$ cat config.mk
export PLATFORM = sky130hd
export DESIGN_NAME = i2c_target_responder
export DESIGN_NICKNAME = d
export VERILOG_FILES = /design/src/rtl/i2c_target_responder.sv
export SDC_FILE = /design/constraint.sdc
export NUM_CORES = 1
export LEC_CHECK = 0
export BUFFER_PORTS_ARGS = -buffer_cell sky130_fd_sc_hd__buf_2
export CAP_MARGIN = 40
export CORE_MARGIN = 1
export CORE_UTILIZATION = 44
export CTS_CLUSTER_SIZE = 30
export DETAILED_ROUTE_END_ITERATION = 7
export PLACE_DENSITY_LB_ADDON = 0.12
export REMOVE_ABC_BUFFERS = 1
export SYNTH_ARGS = -nofsm -noshare
export SYNTH_HDL_FRONTEND = slang
export SYNTH_SLANG_ARGS = --single-unit
$ cat constraint.sdc
create_clock -name CLK -period 1.8 [get_ports CLK]
set_clock_uncertainty 0.05 [all_clocks]
set_input_delay 0.18 -clock CLK [delete_from_list [all_inputs] [get_ports CLK]]
set_output_delay 0.18 -clock CLK [all_outputs]
set_load 0.005 [all_outputs]
$ cat src/rtl/i2c_target_responder.sv
// Single-address I2C target: oversampled START/STOP detection, address match, write delivery and
// read sourcing through a request/load handshake. Define I2C_TARGET_STRETCH_EN to stretch SCL
// instead of sending 8'hFF when a read byte is not ready.
module i2c_target_responder #(
    parameter logic [6:0]  SLAVE_ADDR  = 7'h50,
    parameter int unsigned SYNC_STAGES = 2
) (
    input  logic       CLK,
    input  logic       RESET,
    input  logic       SCL_i,
    input  logic       SDA_i,
    output logic       SDA_o,
    output logic       SDA_OE,
    output logic       SCL_OE,
    output logic [7:0] RxDATA,
    output logic       RxVALID,
    input  logic [7:0] TxDATA,
    output logic       TxREQ,
    input  logic       TxLOAD,
    output logic       TxUNDERRUN,
    output logic       MasterNACK,
    output logic       Selected,
    output logic       StartDet,
    output logic       StopDet
);

    typedef enum logic [2:0] {
        StIdle, StAddr, StAddrAck, StWrite, StWriteAck, StRead, StReadAck, StWaitStop
    } stateT;

    stateT                  stateQ, stateD;
    logic [SYNC_STAGES-1:0] sclSync, sdaSync;
    logic                   sclPrev, sdaPrev;
    logic                   sclS, sdaS, sclRise, sclFall, startCond, stopCond;
    logic [3:0]             bitCntQ, bitCntD;
    logic [7:0]             shiftQ, shiftD, holdQ, holdD, rxDataQ, rxDataD, loadByte;
    logic                   rwQ, rwD, holdValidQ, holdValidD, haveByte, doReload;
    logic                   rxValidQ, rxValidD, txReqQ, txReqD, underrunQ, underrunD;
    logic                   nackQ, nackD, selectedQ, selectedD, startQ, startD, stopQ, stopD;
    logic                   sdaOeQ, sdaOeD, sdaOutQ, sdaOutD;
`ifdef I2C_TARGET_STRETCH_EN
    logic                   stretchQ, stretchD;
`endif

    assign sclS      = sclSync[SYNC_STAGES-1];
    assign sdaS      = sdaSync[SYNC_STAGES-1];
    assign sclRise   = sclS & ~sclPrev;
    assign sclFall   = ~sclS & sclPrev;
    assign startCond = sclS & sclPrev & sdaPrev & ~sdaS;
    assign stopCond  = sclS & sclPrev & ~sdaPrev & sdaS;

    // A strobe in the reload cycle wins over the holding register.
    assign haveByte = TxLOAD | holdValidQ;
    assign loadByte = TxLOAD ? TxDATA : (holdValidQ ? holdQ : 8'hFF);

    always_ff @(posedge CLK) begin
        if (RESET) begin
            sclSync    <= '1;
            sdaSync    <= '1;
            sclPrev    <= 1'b1;
            sdaPrev    <= 1'b1;
            stateQ     <= StIdle;
            bitCntQ    <= 4'd0;
            shiftQ     <= 8'h00;
            rwQ        <= 1'b0;
            holdQ      <= 8'h00;
            holdValidQ <= 1'b0;
            rxDataQ    <= 8'h00;
            rxValidQ   <= 1'b0;
            txReqQ     <= 1'b0;
            underrunQ  <= 1'b0;
            nackQ      <= 1'b0;
            selectedQ  <= 1'b0;
            startQ     <= 1'b0;
            stopQ      <= 1'b0;
            sdaOeQ     <= 1'b0;
            sdaOutQ    <= 1'b0;
`ifdef I2C_TARGET_STRETCH_EN
            stretchQ   <= 1'b0;
`endif
        end else begin
            sclSync    <= {sclSync[SYNC_STAGES-2:0], SCL_i};
            sdaSync    <= {sdaSync[SYNC_STAGES-2:0], SDA_i};
            sclPrev    <= sclS;
            sdaPrev    <= sdaS;
            stateQ     <= stateD;
            bitCntQ    <= bitCntD;
            shiftQ     <= shiftD;
            rwQ        <= rwD;
            holdQ      <= holdD;
            holdValidQ <= holdValidD;
            rxDataQ    <= rxDataD;
            rxValidQ   <= rxValidD;
            txReqQ     <= txReqD;
            underrunQ  <= underrunD;
            nackQ      <= nackD;
            selectedQ  <= selectedD;
            startQ     <= startD;
            stopQ      <= stopD;
            sdaOeQ     <= sdaOeD;
            sdaOutQ    <= sdaOutD;
`ifdef I2C_TARGET_STRETCH_EN
            stretchQ   <= stretchD;
`endif
        end
    end

    always_comb begin
        stateD     = stateQ;
        bitCntD    = bitCntQ;
        shiftD     = shiftQ;
        rwD        = rwQ;
        holdD      = holdQ;
        holdValidD = holdValidQ;
        rxDataD    = rxDataQ;
        rxValidD   = 1'b0;
        txReqD     = 1'b0;
        underrunD  = underrunQ;
        nackD      = 1'b0;
        selectedD  = selectedQ;
        startD     = 1'b0;
        stopD      = 1'b0;
        sdaOeD     = sdaOeQ;
        sdaOutD    = sdaOutQ;
        doReload   = 1'b0;
`ifdef I2C_TARGET_STRETCH_EN
        stretchD   = stretchQ;
`endif

        if (TxLOAD) begin
            holdD      = TxDATA;
            holdValidD = 1'b1;
        end

        if (stopCond) begin
            stateD    = StIdle;
            stopD     = 1'b1;
            selectedD = 1'b0;
            sdaOeD    = 1'b0;
            sdaOutD   = 1'b0;
            bitCntD   = 4'd0;
`ifdef I2C_TARGET_STRETCH_EN
            stretchD  = 1'b0;
`endif
        end else if (startCond) begin
            stateD    = StAddr;
            startD    = 1'b1;
            underrunD = 1'b0;
            selectedD = 1'b0;
            sdaOeD    = 1'b0;
            sdaOutD   = 1'b0;
            bitCntD   = 4'd0;
            shiftD    = 8'h00;
`ifdef I2C_TARGET_STRETCH_EN
            stretchD  = 1'b0;
`endif
        end
`ifdef I2C_TARGET_STRETCH_EN
        else if (stretchQ) begin
            // SCL is held low; edges are frozen until the byte arrives.
            if (holdValidQ) begin
                stretchD   = 1'b0;
                shiftD     = holdQ;
                sdaOutD    = holdQ[7];
                sdaOeD     = 1'b1;
                holdValidD = TxLOAD;
                bitCntD    = 4'd0;
                stateD     = StRead;
            end
        end
`endif
        else begin
            case (stateQ)
                StAddr, StWrite: begin
                    if (sclRise) begin
                        shiftD  = {shiftQ[6:0], sdaS};
                        bitCntD = bitCntQ + 4'd1;
                    end else if (sclFall && bitCntQ == 4'd8) begin
                        bitCntD = 4'd0;
                        if (stateQ == StAddr) begin
                            if (shiftQ[7:1] == SLAVE_ADDR) begin
                                stateD    = StAddrAck;
                                rwD       = shiftQ[0];
                                txReqD    = shiftQ[0];
                                selectedD = 1'b1;
                                sdaOeD    = 1'b1;
                                sdaOutD   = 1'b0;
                            end else begin
                                stateD = StWaitStop;
                            end
                        end else begin
                            stateD   = StWriteAck;
                            rxDataD  = shiftQ;
                            rxValidD = 1'b1;
                            sdaOeD   = 1'b1;
                            sdaOutD  = 1'b0;
                        end
                    end
                end
                StAddrAck: begin
                    if (sclFall) begin
                        if (rwQ) begin
                            doReload = 1'b1;
                        end else begin
                            stateD = StWrite;
                            sdaOeD = 1'b0;
                        end
                    end
                end
                StWriteAck: begin
                    if (sclFall) begin
                        stateD = StWrite;
                        sdaOeD = 1'b0;
                    end
                end
                StRead: begin
                    if (sclRise) begin
                        bitCntD = bitCntQ + 4'd1;
                    end else if (sclFall) begin
                        if (bitCntQ == 4'd8) begin
                            stateD  = StReadAck;
                            bitCntD = 4'd0;
                            sdaOeD  = 1'b0;
                        end else begin
                            sdaOutD = shiftQ[6];
                            shiftD  = {shiftQ[6:0], 1'b0};
                        end
                    end
                end
                StReadAck: begin
                    if (sclRise) begin
                        if (sdaS) begin
                            nackD  = 1'b1;
                            stateD = StWaitStop;
                        end else begin
                            txReqD = 1'b1;
                        end
                    end else if (sclFall) begin
                        doReload = 1'b1;
                    end
                end
                default: ;
            endcase

            if (doReload) begin
                holdValidD = 1'b0;
                bitCntD    = 4'd0;
                if (haveByte) begin
                    shiftD  = loadByte;
                    sdaOutD = loadByte[7];
                    sdaOeD  = 1'b1;
                    stateD  = StRead;
                end else begin
`ifdef I2C_TARGET_STRETCH_EN
                    stretchD = 1'b1;
                    sdaOeD   = 1'b0;
`else
                    underrunD = 1'b1;
                    shiftD    = 8'hFF;
                    sdaOutD   = 1'b1;
                    sdaOeD    = 1'b1;
                    stateD    = StRead;
`endif
                end
            end
        end
    end

    always_comb begin
        SDA_o      = sdaOutQ;
        SDA_OE     = sdaOeQ;
`ifdef I2C_TARGET_STRETCH_EN
        SCL_OE     = stretchQ;
`else
        SCL_OE     = 1'b0;
`endif
        RxDATA     = rxDataQ;
        RxVALID    = rxValidQ;
        TxREQ      = txReqQ;
        TxUNDERRUN = underrunQ;
        MasterNACK = nackQ;
        Selected   = selectedQ;
        StartDet   = startQ;
        StopDet    = stopQ;
    end

endmodule

Word-level counts from Yosys, hierarchy flattened

Index checks and enable logic that the tools add are counted.
W data, S select, Z words.

Output and inout bits: 18
Logic and storage cells: 192
Bits of input ports: 13
Flip-flop bits (word level): 48

$add $sub $neg: 1
Eq/ne operators: 46
Reduce and logical (&&, ||, !) cells: 26
Bitwise operators: 19
Mux-type cells: 78

Operators with widths:

| cell                 | count |
|---|---|
| $mux W8              | 9 |
| $ne A4 B4 Y1 const B | 13 |
| $mux W1              | 44 |
| $ne A3 B3 Y1 const B | 14 |
| $mux W3              | 13 |
| $reduce_and A11 Y1   | 3 |
| $ne A2 B2 Y1 const B | 11 |
| $mux W4              | 5 |
| $pmux W8 S2          | 1 |
| $pmux W3 S5          | 1 |
| $reduce_and A7 Y1    | 2 |
| $reduce_and A6 Y1    | 2 |
| $not A1 Y1           | 11 |
| $reduce_and A10 Y1   | 1 |
| $reduce_bool A5 Y1   | 2 |
| $eq A3 B3 Y1 const B | 3 |
| $pmux W4 S2          | 1 |
| $and A1 B1 Y1        | 7 |
| $eq A7 B7 Y1 const B | 1 |
| $reduce_bool A7 Y1   | 1 |
| $eq A3 B2 Y1 const B | 2 |
| $pmux W1 S2          | 3 |
| $reduce_bool A6 Y1   | 1 |
| $reduce_or A6 Y1     | 1 |
| other kinds (16)     | 18 |

Depth between registers and ports, before layout

Gate-level depths: netlist of the first run.

Word-level depth: 10
Gate-level depth with buffers: 8
Gate-level depth less buffers: 7

Worst setup path after synthesis of the first run

OpenSTA, ideal clock, no wires.

Path type: register to register
Start point: reg sclSync[1]
End point: reg bitCntQ[1]
Required time: 1.686 ns
Arrival time: 1.818 ns
Cell stages (with the launch flop): 8
Library setup time: 0.064 ns
Slack: -0.132 ns
Path buffers: 0
Cells stage by stage: dfxtp_1 -> inv_1 -> ha_1 -> nor4bb_1 -> o21a_1 -> o22a_1 -> mux2_2 -> nor2_1

Word-level cells in the longest chain between the ends: 8

RTL lines:

| element                           | line | RTL |
|---|---|---|
| start: declaration                | 32   | `logic [SYNC_STAGES-1:0] sclSync, sdaSync;` |
| start signal: assignment          | 82   | `sclSync <= {sclSync[SYNC_STAGES-2:0], SCL_i};` |
| $not A1 Y1                        | 48   | `assign sclFall = ~sclS & sclPrev;` |
| $and A1 B1 Y1                     | 48   |  |
| $mux W1                           | 238  | `end else if (sclFall) begin` |
| $mux W1                           | 231  | `if (sclRise) begin` |
| $pmux W1 S2                       | 173  | `case (stateQ)` |
| $mux W1                           | 145  | `end else if (startCond) begin` |
| $mux W1                           | 135  | `if (stopCond) begin` |
| $reduce_or A4 Y1 (no source line) | -    |  |
| end signal: assignment            | 87   | `bitCntQ <= bitCntD;` |
| end: declaration                  | 35   | `logic [3:0] bitCntQ, bitCntD;` |

Several ways; a longest one is shown, not always the timed one. The select of a mux whose other input is x is not followed.
A chain may end at the register's enable or synchronous reset.

Worst setup path after layout of the first run

Start point: reg sclSync[1]
End point: reg shiftQ[6]

Word-level cells in the longest chain between the ends: 9

RTL lines:

| element                                                       | line | RTL |
|---|---|---|
| $not A1 Y1                                                    | 48   |  |
| $and A1 B1 Y1                                                 | 48   |  |
| $mux W1                                                       | 238  |  |
| $mux W1                                                       | 231  |  |
| $pmux W1 S2                                                   | 173  |  |
| $mux W1                                                       | 145  |  |
| $mux W1                                                       | 135  |  |
| $ne A4 B4 Y1 (no source line) (tied with other cells)         | -    |  |
| $reduce_and A6 Y1 (no source line) or $mux W8 (tied branches) | -    |  |
| end signal: assignment                                        | 88   | `shiftQ <= shiftD;` |
| end: declaration                                              | 36   | `logic [7:0] shiftQ, shiftD, holdQ, holdD, rxDataQ, rxDataD, loadByte;` |

Several ways; a longest one is shown, not always the timed one. The select of a mux whose other input is x is not followed.

==> metrics.txt, run 1 <==
Crit. Startpoint sclSync[1]; fill count 490; GR Overflow Total 0; clock buffer depth 2; die width 78.2 microns; CTS tree yes; first-pass GRT wire length 10400 microns; worst hold stages 3; Antenna Violating Nets Remaining 0; Worst-path clk slew 90 ps; Pwr Density 582 nW/um^2; GPL Wtd Cong 0.875; worst skew pair latency 310 ps; GR Util All Layers 21.6%; drt via density 5.26; status complete, no violations; Cell variety after synth 59; critical path data required time 1980 ps; via count 2357; # diodes 0; Pins Over Slew Limit 0; Synth Flop Type dfxtp_1; DRC viols 0; Fmax achieved 560 MHz; Worst Reg-to-Reg Cells 9; Arr. time, crit path 1970 ps; share of cells above drive strength 1 37.2%; max capacitance violation total 0; crit path capture type flop; slowest cell delay on critical path 340 ps; DP HPWL 4450 microns; H-Tree Depth 2; startpoint class of the critical path flop; row cnt 27; 1st-iter DRT viols 150; post-layout min period 1780 ps; setup tns final 0 ps; mean post-synth cell area 8.41 sq um; EDFF count, synth 0; commonest non-fill, non-tap cells in the layout buf_4, dfxtp_1, nor2_1; met2 WL 2870 microns; CTS Sinks 48; top routing layer in use met4; vias in the first global route 2163; initial antenna violation count 0; RR Endpoint shiftQ[6]; maximum vdd drop 0.395 mV; routed len/inst 14.0 microns; CP Max Fanout 7; FF+latch area 973 sq um; reg2reg setup slack 20 ps; fin crit share 99.1%; WL met3 253 microns; worst min-delay path category input port to flop; reg2reg start sclSync[1]; synthesized instance count 304; Nets 395; FF+latch count, synth 48; Hold Path Sink holdQ[0]; met1 wire length 3110 microns; power after layout 1.98 mW; maximum number of pins on one net before global-route repair 26; IO Pins 31; Crit path buffers/inverters 3; critical path class flop to flop; final WL 6280 microns; critical path's top delay family compound AO/OA/AOI/OAI gates; slowest cell on the critical path dfxtp_2; Port-buffer cells 29; multi-input logic area 1620 sq um; Area growth syn-to-layout 33.1%; sequential share of the synthesized area 37.6%; Yosys warning total 0; # setup viols final 0; Die Ht 78.2 microns; die area 6120 sq um; mapped cell area 2560 sq um; crit path cell chain buf_6 > ha_4 > buf_4 > nor2b_1 > a21o_1 > a21o_4 > buf_12 > nand4_1 > a21oi_1; final hold violation count 0; starting density of the core 46.2%; CORE AREA 5540 sq um; drt first pass iters 4; ys async rst share 0%; CTS Root Cell clkbuf_8; unrepaired setup endpoints after global routing yes; most common cell after layout, fill and taps aside buf_4; Hold Startpoint TxDATA[0]; cts bufs inserted 5; static leakage 1.47 nW
-- synthesized netlist by cell type (3+ instances only) --
master    count  area share [%]
nand2b_1      9             2.2
or2_2         7             1.7
nand4_1      10             2.4
nand3_1       6             1.2
o211ai_1      3            0.88
ha_1          7             3.4
a21oi_1      24             4.7
o21ai_0      23             4.5
nor2_1       36             5.3
nand3b_1      3            0.88
nor2b_1      12             2.9
xnor2_1       3             1.0
buf_2         4            0.78
nand2_1      19             2.8
mux2i_1      13             5.1
clkbuf_1     10             1.5
inv_1        11             1.6
o21a_1        3            0.88
mux2_2        6             2.6
dfxtp_1      48              38
and3_1        4            0.98
-- logic make-up (layout without fill, tap and decap cells) --
kind of cell               after synthesis  count (layout)  share of synthesized area, %
muxes                                   20              20                          8.17
and+or+nand+nor                        120             120                          24.8
other                                    1               1                         0.147
DFF                                     48              48                          37.6
buffers and inverters                   29             101                          5.33
AOI/OAI and AO/OA                       75              75                          19.2
xor gates and xnor gates                 4               4                          1.37
adders and majority gates                7               7                          3.42
-- per-stage QoR --
stage	instance area [sq um]	utilization [%]	hold WS (ps)	std cells	worst slack, ps
floorplan	2460	-	199	286	-143
CTS	3210	58.0	68.4	442	-23.1
finish	3400	61.4	76.8	448	15.9
global route	3400	61.4	81.0	448	-62.3
global placement	3050	55.0	313	432	-93.2
detailed placement	3050	55.0	315	432	-113
-- final cells by class --
type	count	share of cell area, %
multi-input combinational	227	47.5
tap	72	2.65
clock buffer	6	2.43
inverter	11	1.21
timing repair buffer	82	17.2
sequential	48	28.6
clock inverter	2	0.404
-- worst max path at each step --
stage	depth (start not counted)	slack [ps]	end
floorplan	7	-140	RxDATA[0]
global placement	8	-90	RxDATA[1]
detailed placement	8	-110	RxDATA[1]
CTS	8	-20	RxDATA[1]
global route	9	-60	SDA_o
finish	9	20	shiftQ[6]
-- state kept, by name (all words and copies together) (netlist names), 2 cells and up --
name and flops:
sclSync 2, shiftQ 8, holdQ 8, bitCntQ 4, RxDATA 8, stateQ 3, sdaSync 2
-- power breakdown --
group	switching [mW]	internal [mW]	leakage [nW]
logic	0.101	0.0894	1.02
clock network	0.381	0.315	0.0516
registers	0.0149	1.08	0.392
-- worst register-to-register path: cells and delay by family (launching register included) --
kind | cells | cell delay (ps)
compound gates | 3 | 530
fa+ha+maj | 1 | 160
buf+inv | 3 | 390
flops | 1 | 340
simple gates | 2 | 260
-- metal layers --
layer | vias up | track usage (%)
met5 | - | 0
li1 | 1203 | -
met2 | 67 | 33.1
met4 | 0 | 7.22
met3 | 5 | 3.60
met1 | 1082 | 30.7
-- timing repair --
action	in CTS	in global routing
endpoints found under the setup margin	27	28
setup buffers	0	6
endpoints found under the hold margin	2	0
resized for setup	11	43
pin swaps	1	18
hold buffers	2	0
No activity file was read; power rests on OpenSTA's default activity.
==> run 2, diff against run 1 <==
CORE_UTILIZATION = 50   (was 44)
GPL_TIMING_DRIVEN = 0   (was not set)
==> metrics.txt, run 2 (synthesis results as in run 1) <==
slowest cell on the critical path dfxtp_2; share of cells above drive strength 1 32.4%; maximum number of pins on one net before global-route repair 40; DRC viols 0; placed cell area 2690 sq um; worst hold stages 3; fin area 3290 sq um; drt via density 5.65; most common cell after layout, fill and taps aside dfxtp_1; final WL 5950 microns; clock share of power 42.8%; Arr. time, crit path 1900 ps; # diodes 0; # setup viols final 0; row cnt 25; commonest non-fill, non-tap cells in the layout dfxtp_1, nor2_1, buf_2; Net Sw Power 508 uW; Comb power frac 8.0%; met1 wire length 2900 microns; maximum vdd drop 0.428 mV; max capacitance violation total 0; top routing layer in use met4; starting density of the core 53.1%; crit path capture type flop; worst min-delay path category input port to flop; static leakage 1.39 nW; drt first pass iters 5; P_int 1.71 mW; sequential power share 49.2%; unrepaired setup endpoints after global routing yes; Worst-path clk slew 90 ps; worst skew pair latency 310 ps; fin crit share 99.7%; final hold violation count 0; RR Endpoint shiftQ[0]; max_slew headroom 54.2%; 1st-iter DRT viols 247; Antenna Violating Nets Remaining 0; Fmax achieved 557 MHz; Hold Startpoint TxDATA[0]; H-Tree Depth 2; Nets 371; GR Overflow Total 0; Worst Reg-to-Reg Cells 8; slowest cell delay on critical path 340 ps; CTS tree yes; crit path cell chain inv_1 > ha_4 > nand3b_1 > a21o_1 > a21o_4 > buf_12 > nand4_1 > a21oi_1; reg2reg start bitCntQ[0]; GR Util All Layers 22.3%; Area growth syn-to-layout 28.7%; Core Util, Final 68.3%; CORE AREA 4820 sq um; CTS Sinks 48; Port-buffer cells 29; Die Ht 73.5 microns; via count 2367; cts bufs inserted 5; die area 5410 sq um; Worst-Margin Slew 686 ps; first-pass GRT wire length 9270 microns; IO Pins 31; WL met3 329 microns; CTS Root Cell clkbuf_8; post-layout min period 1790 ps; Sw Share 22.9%; routed len/inst 14.2 microns; vias in the first global route 1908; critical path data required time 1910 ps; DP HPWL 3620 microns; GPL Wtd Cong 0.868; CP Max Fanout 7; met2 WL 2610 microns; reg2reg setup slack 5 ps; Pins Over Slew Limit 0; critical path class flop to flop; initial antenna violation count 0; startpoint class of the critical path flop; Hold Path Sink holdQ[0]; clock buffer depth 2; die width 73.5 microns; Pwr Density 674 nW/um^2; status complete, no violations
[run 2: repair_timing]
item | CTS | global route
gates cloned | 0 | 1
pin swaps | 7 | 16
setup endpoints to repair | 31 | 25
gates resized for setup | 30 | 26
endpoints found under the hold margin | 2 | 0
hold buffers | 2 | 0
setup buffers | 9 | 17
[run 2: through the flow]
step | setup TNS, ps | hold slack, ps | worst slack [ps] | power [mW] | cells
6_report | 0 | 78.6 | 5.03 | 2.22 | 419
2_1_floorplan | -1900 | 199 | -143 | 1.20 | 286
3_5_place_dp | -10080 | 315 | -532 | 1.26 | 382
3_3_place_gp | -9150 | 312 | -478 | 1.26 | 382
4_1_cts | 0 | 75.8 | 2.50 | 2.22 | 401
5_1_grt | -615 | 88.3 | -83.7 | 2.30 | 419
[run 2: worst max path at each step]
stage	end	slack, ps	cells after the start	from
finish	shiftQ[0]	5	8	bitCntQ[0]
global route	shiftQ[2]	-80	8	sclSync[1]
CTS	shiftQ[1]	3	8	sclSync[1]
detailed placement	RxDATA[6]	-530	7	sclPrev
global placement	RxDATA[5]	-480	7	sclPrev
floorplan	RxDATA[0]	-140	7	sclPrev
[run 2: final cells by class]
type / count / area, sq um
multi-input cells: 228 / 1650
fillers: 404 / 1530
flip-flops and latches: 48 / 982
repair buffers: 57 / 398
well taps: 67 / 83.8
clock buffers: 5 / 68.8
clock inverters: 3 / 68.8
inverters: 11 / 43.8
[run 2: worst max-delay path: cells and delay by family, from the launching register on]
kind                     cells  cell delay [ps]
buffers and inverters        2              220
AND/OR/NAND/NOR              2              280
AO/OA/AOI/OAI                3              620
adder cells (fa/ha/maj)      1              140
flip-flops                   1              340
[run 2: layer usage]
metal  GRT usage [%]  vias to the layer above
met5               0                        -
met4            5.77                        0
met3            4.12                       11
met2            32.7                      101
met1            33.4                     1092
li1                -                     1163
[run 2: power by group through the flow]
stage | Sequential (mW) | Clock (mW) | Combinational, mW
finish | 1.09 | 0.950 | 0.177
global route | 1.09 | 1.01 | 0.195
CTS | 1.09 | 0.966 | 0.160
detailed placement | 1.12 | 0 | 0.136
global placement | 1.12 | 0 | 0.135
floorplan | 1.12 | 0 | 0.0840
==> run 3, diff against run 2 <==
==> constraint.sdc (replaced) <==
create_clock -name CLK -period 1.8 [get_ports CLK]
set_clock_uncertainty 0.05 [all_clocks]
set_input_delay 0.09 -clock CLK [delete_from_list [all_inputs] [get_ports CLK]]
set_output_delay 0.09 -clock CLK [all_outputs]
set_load 0.005 [all_outputs]
==> metrics.txt, run 3 (synthesis results as in run 1) <==
max_slew headroom 54.6%; DP Cell Count 382; status complete, no violations; vias in the first global route 1940; CTS tree yes; Fmax achieved 558 MHz; drt via density 5.57; Worst-Margin Slew 680 ps; CORE AREA 4820 sq um; GR Overflow Total 0; first-pass GRT wire length 9490 microns; crit path cell chain inv_1 > ha_4 > nand3b_1 > a21o_1 > a21o_4 > buf_12 > nand4_1 > a21oi_1; Die Ht 73.5 microns; via count 2379; DRC viols 0; GR Util All Layers 22.9%; GR peak layer met2; IO Pins 31; placed cell area 2690 sq um; row cnt 25; stages on the worst setup path 8; most common cell after layout, fill and taps aside dfxtp_1; critical path class flop to flop; # setup viols final 0; drt first pass iters 5; slowest cell delay on critical path 340 ps; Crit path buffers/inverters 2; worst skew pair latency 310 ps; Antenna Violating Nets Remaining 0; fin crit share 99.5%; crit path capture type flop; worst hold stages 3; Worst Reg-to-Reg Cells 8; die width 73.5 microns; worst min-delay path category input port to flop; Pins Over Slew Limit 0; slowest cell on the critical path dfxtp_2; H-Tree Depth 2; met1 Track Usage GR 33.8%; Arr. time, crit path 1900 ps; Worst-path clk slew 100 ps; power after layout 2.24 mW; share of cells above drive strength 1 31.7%; die area 5410 sq um; DP HPWL 3620 microns; post-layout min period 1790 ps; starting density of the core 53.1%; critical path's top delay family compound AO/OA/AOI/OAI gates; fill count 388; CTS Root Cell clkbuf_8; Post-Layout Cell Count 427; CP Max Fanout 7; Nets 379; grt met3 use 4.12%; final hold violation count 0; cts bufs inserted 5; commonest non-fill, non-tap cells in the layout dfxtp_1, nor2_1, buf_2; static leakage 1.42 nW; met2 Track Usage GR 34.4%; initial antenna violation count 0; critical path data required time 1910 ps; GPL Wtd Cong 0.868; fin area 3370 sq um; CTS Sinks 48; max capacitance violation total 0; Area growth syn-to-layout 31.8%; startpoint class of the critical path flop; clock buffer depth 2; maximum number of pins on one net before global-route repair 40; # diodes 0; unrepaired setup endpoints after global routing yes; maximum vdd drop 0.429 mV; final WL 6120 microns; setup tns final 0 ps; Port-buffer cells 29; Pwr Density 665 nW/um^2; routed len/inst 14.3 microns; 1st-iter DRT viols 291; reg2reg setup slack 9 ps
run 3: changes by cell type in the layout (fill, tap and decap cells not counted):
cell | before | now
dlygate4sd3_1 | 2 | 10
run 3: per-layer routing:
| layer | vias to the layer above | part of all wire, % |
|---|---|---|
| li1 | 1177 | - |
| met1 | 1100 | 48 |
| met2 | 91 | 44 |
| met3 | 11 | 6.0 |
| met4 | 0 | 1.4 |
| met5 | - | 0 |
run 3: power by group:
part / internal [mW] / switching, mW / total [mW] / leakage [nW]
Combinational: 0.0883 / 0.102 / 0.191 / 0.959
Clock: 0.560 / 0.400 / 0.960 / 0.0687
Sequential: 1.07 / 0.0174 / 1.09 / 0.393
Total: 1.72 / 0.520 / 2.24 / 1.42
run 3: final cells by class:
type	instances	area, sq um	share of cell area, %
flip-flops and latches	48	982	29.1
repair buffers	65	478	14.2
clock buffers	5	68.8	2.04
multi-input cells	228	1650	48.8
clock inverters	3	68.8	2.04
inverters	11	43.8	1.30
well taps	67	83.8	2.49
run 3: final timing paths:
check | start | endpoint
max | bitCntQ[0] | shiftQ[0]
min reg2reg | sdaSync[0] | sdaSync[1]
max reg2reg | bitCntQ[0] | shiftQ[0]
min | TxLOAD | holdQ[7]
run 3: what timing repair did:
action,4_1_cts,5_1_grt
cloned,0,1
setup endpoints to repair,31,25
hold buffers,10,0
setup buffers,9,17
endpoints found under the hold margin,10,0
resized for setup,30,26
pin swaps,7,16
run 3: worst reg2reg max path, stage by stage, from the launching register on:
cell      delay [ps]
dfxtp_2          340
inv_1             90
ha_4             140
nand3b_1         200
a21o_1           300
a21o_4           240
buf_12           130
nand4_1           80
a21oi_1           80
run 3: metrics by stage:
step | hold slack, ps | utilization (%) | worst slack [ps]
6_report | 158 | 70.0 | 8.96
5_1_grt | 198 | 70.0 | -80.8
4_1_cts | 160 | 65.2 | 2.50
3_5_place_dp | 225 | 55.9 | -532
3_3_place_gp | 222 | 55.9 | -478
2_1_floorplan | 109 | - | -143
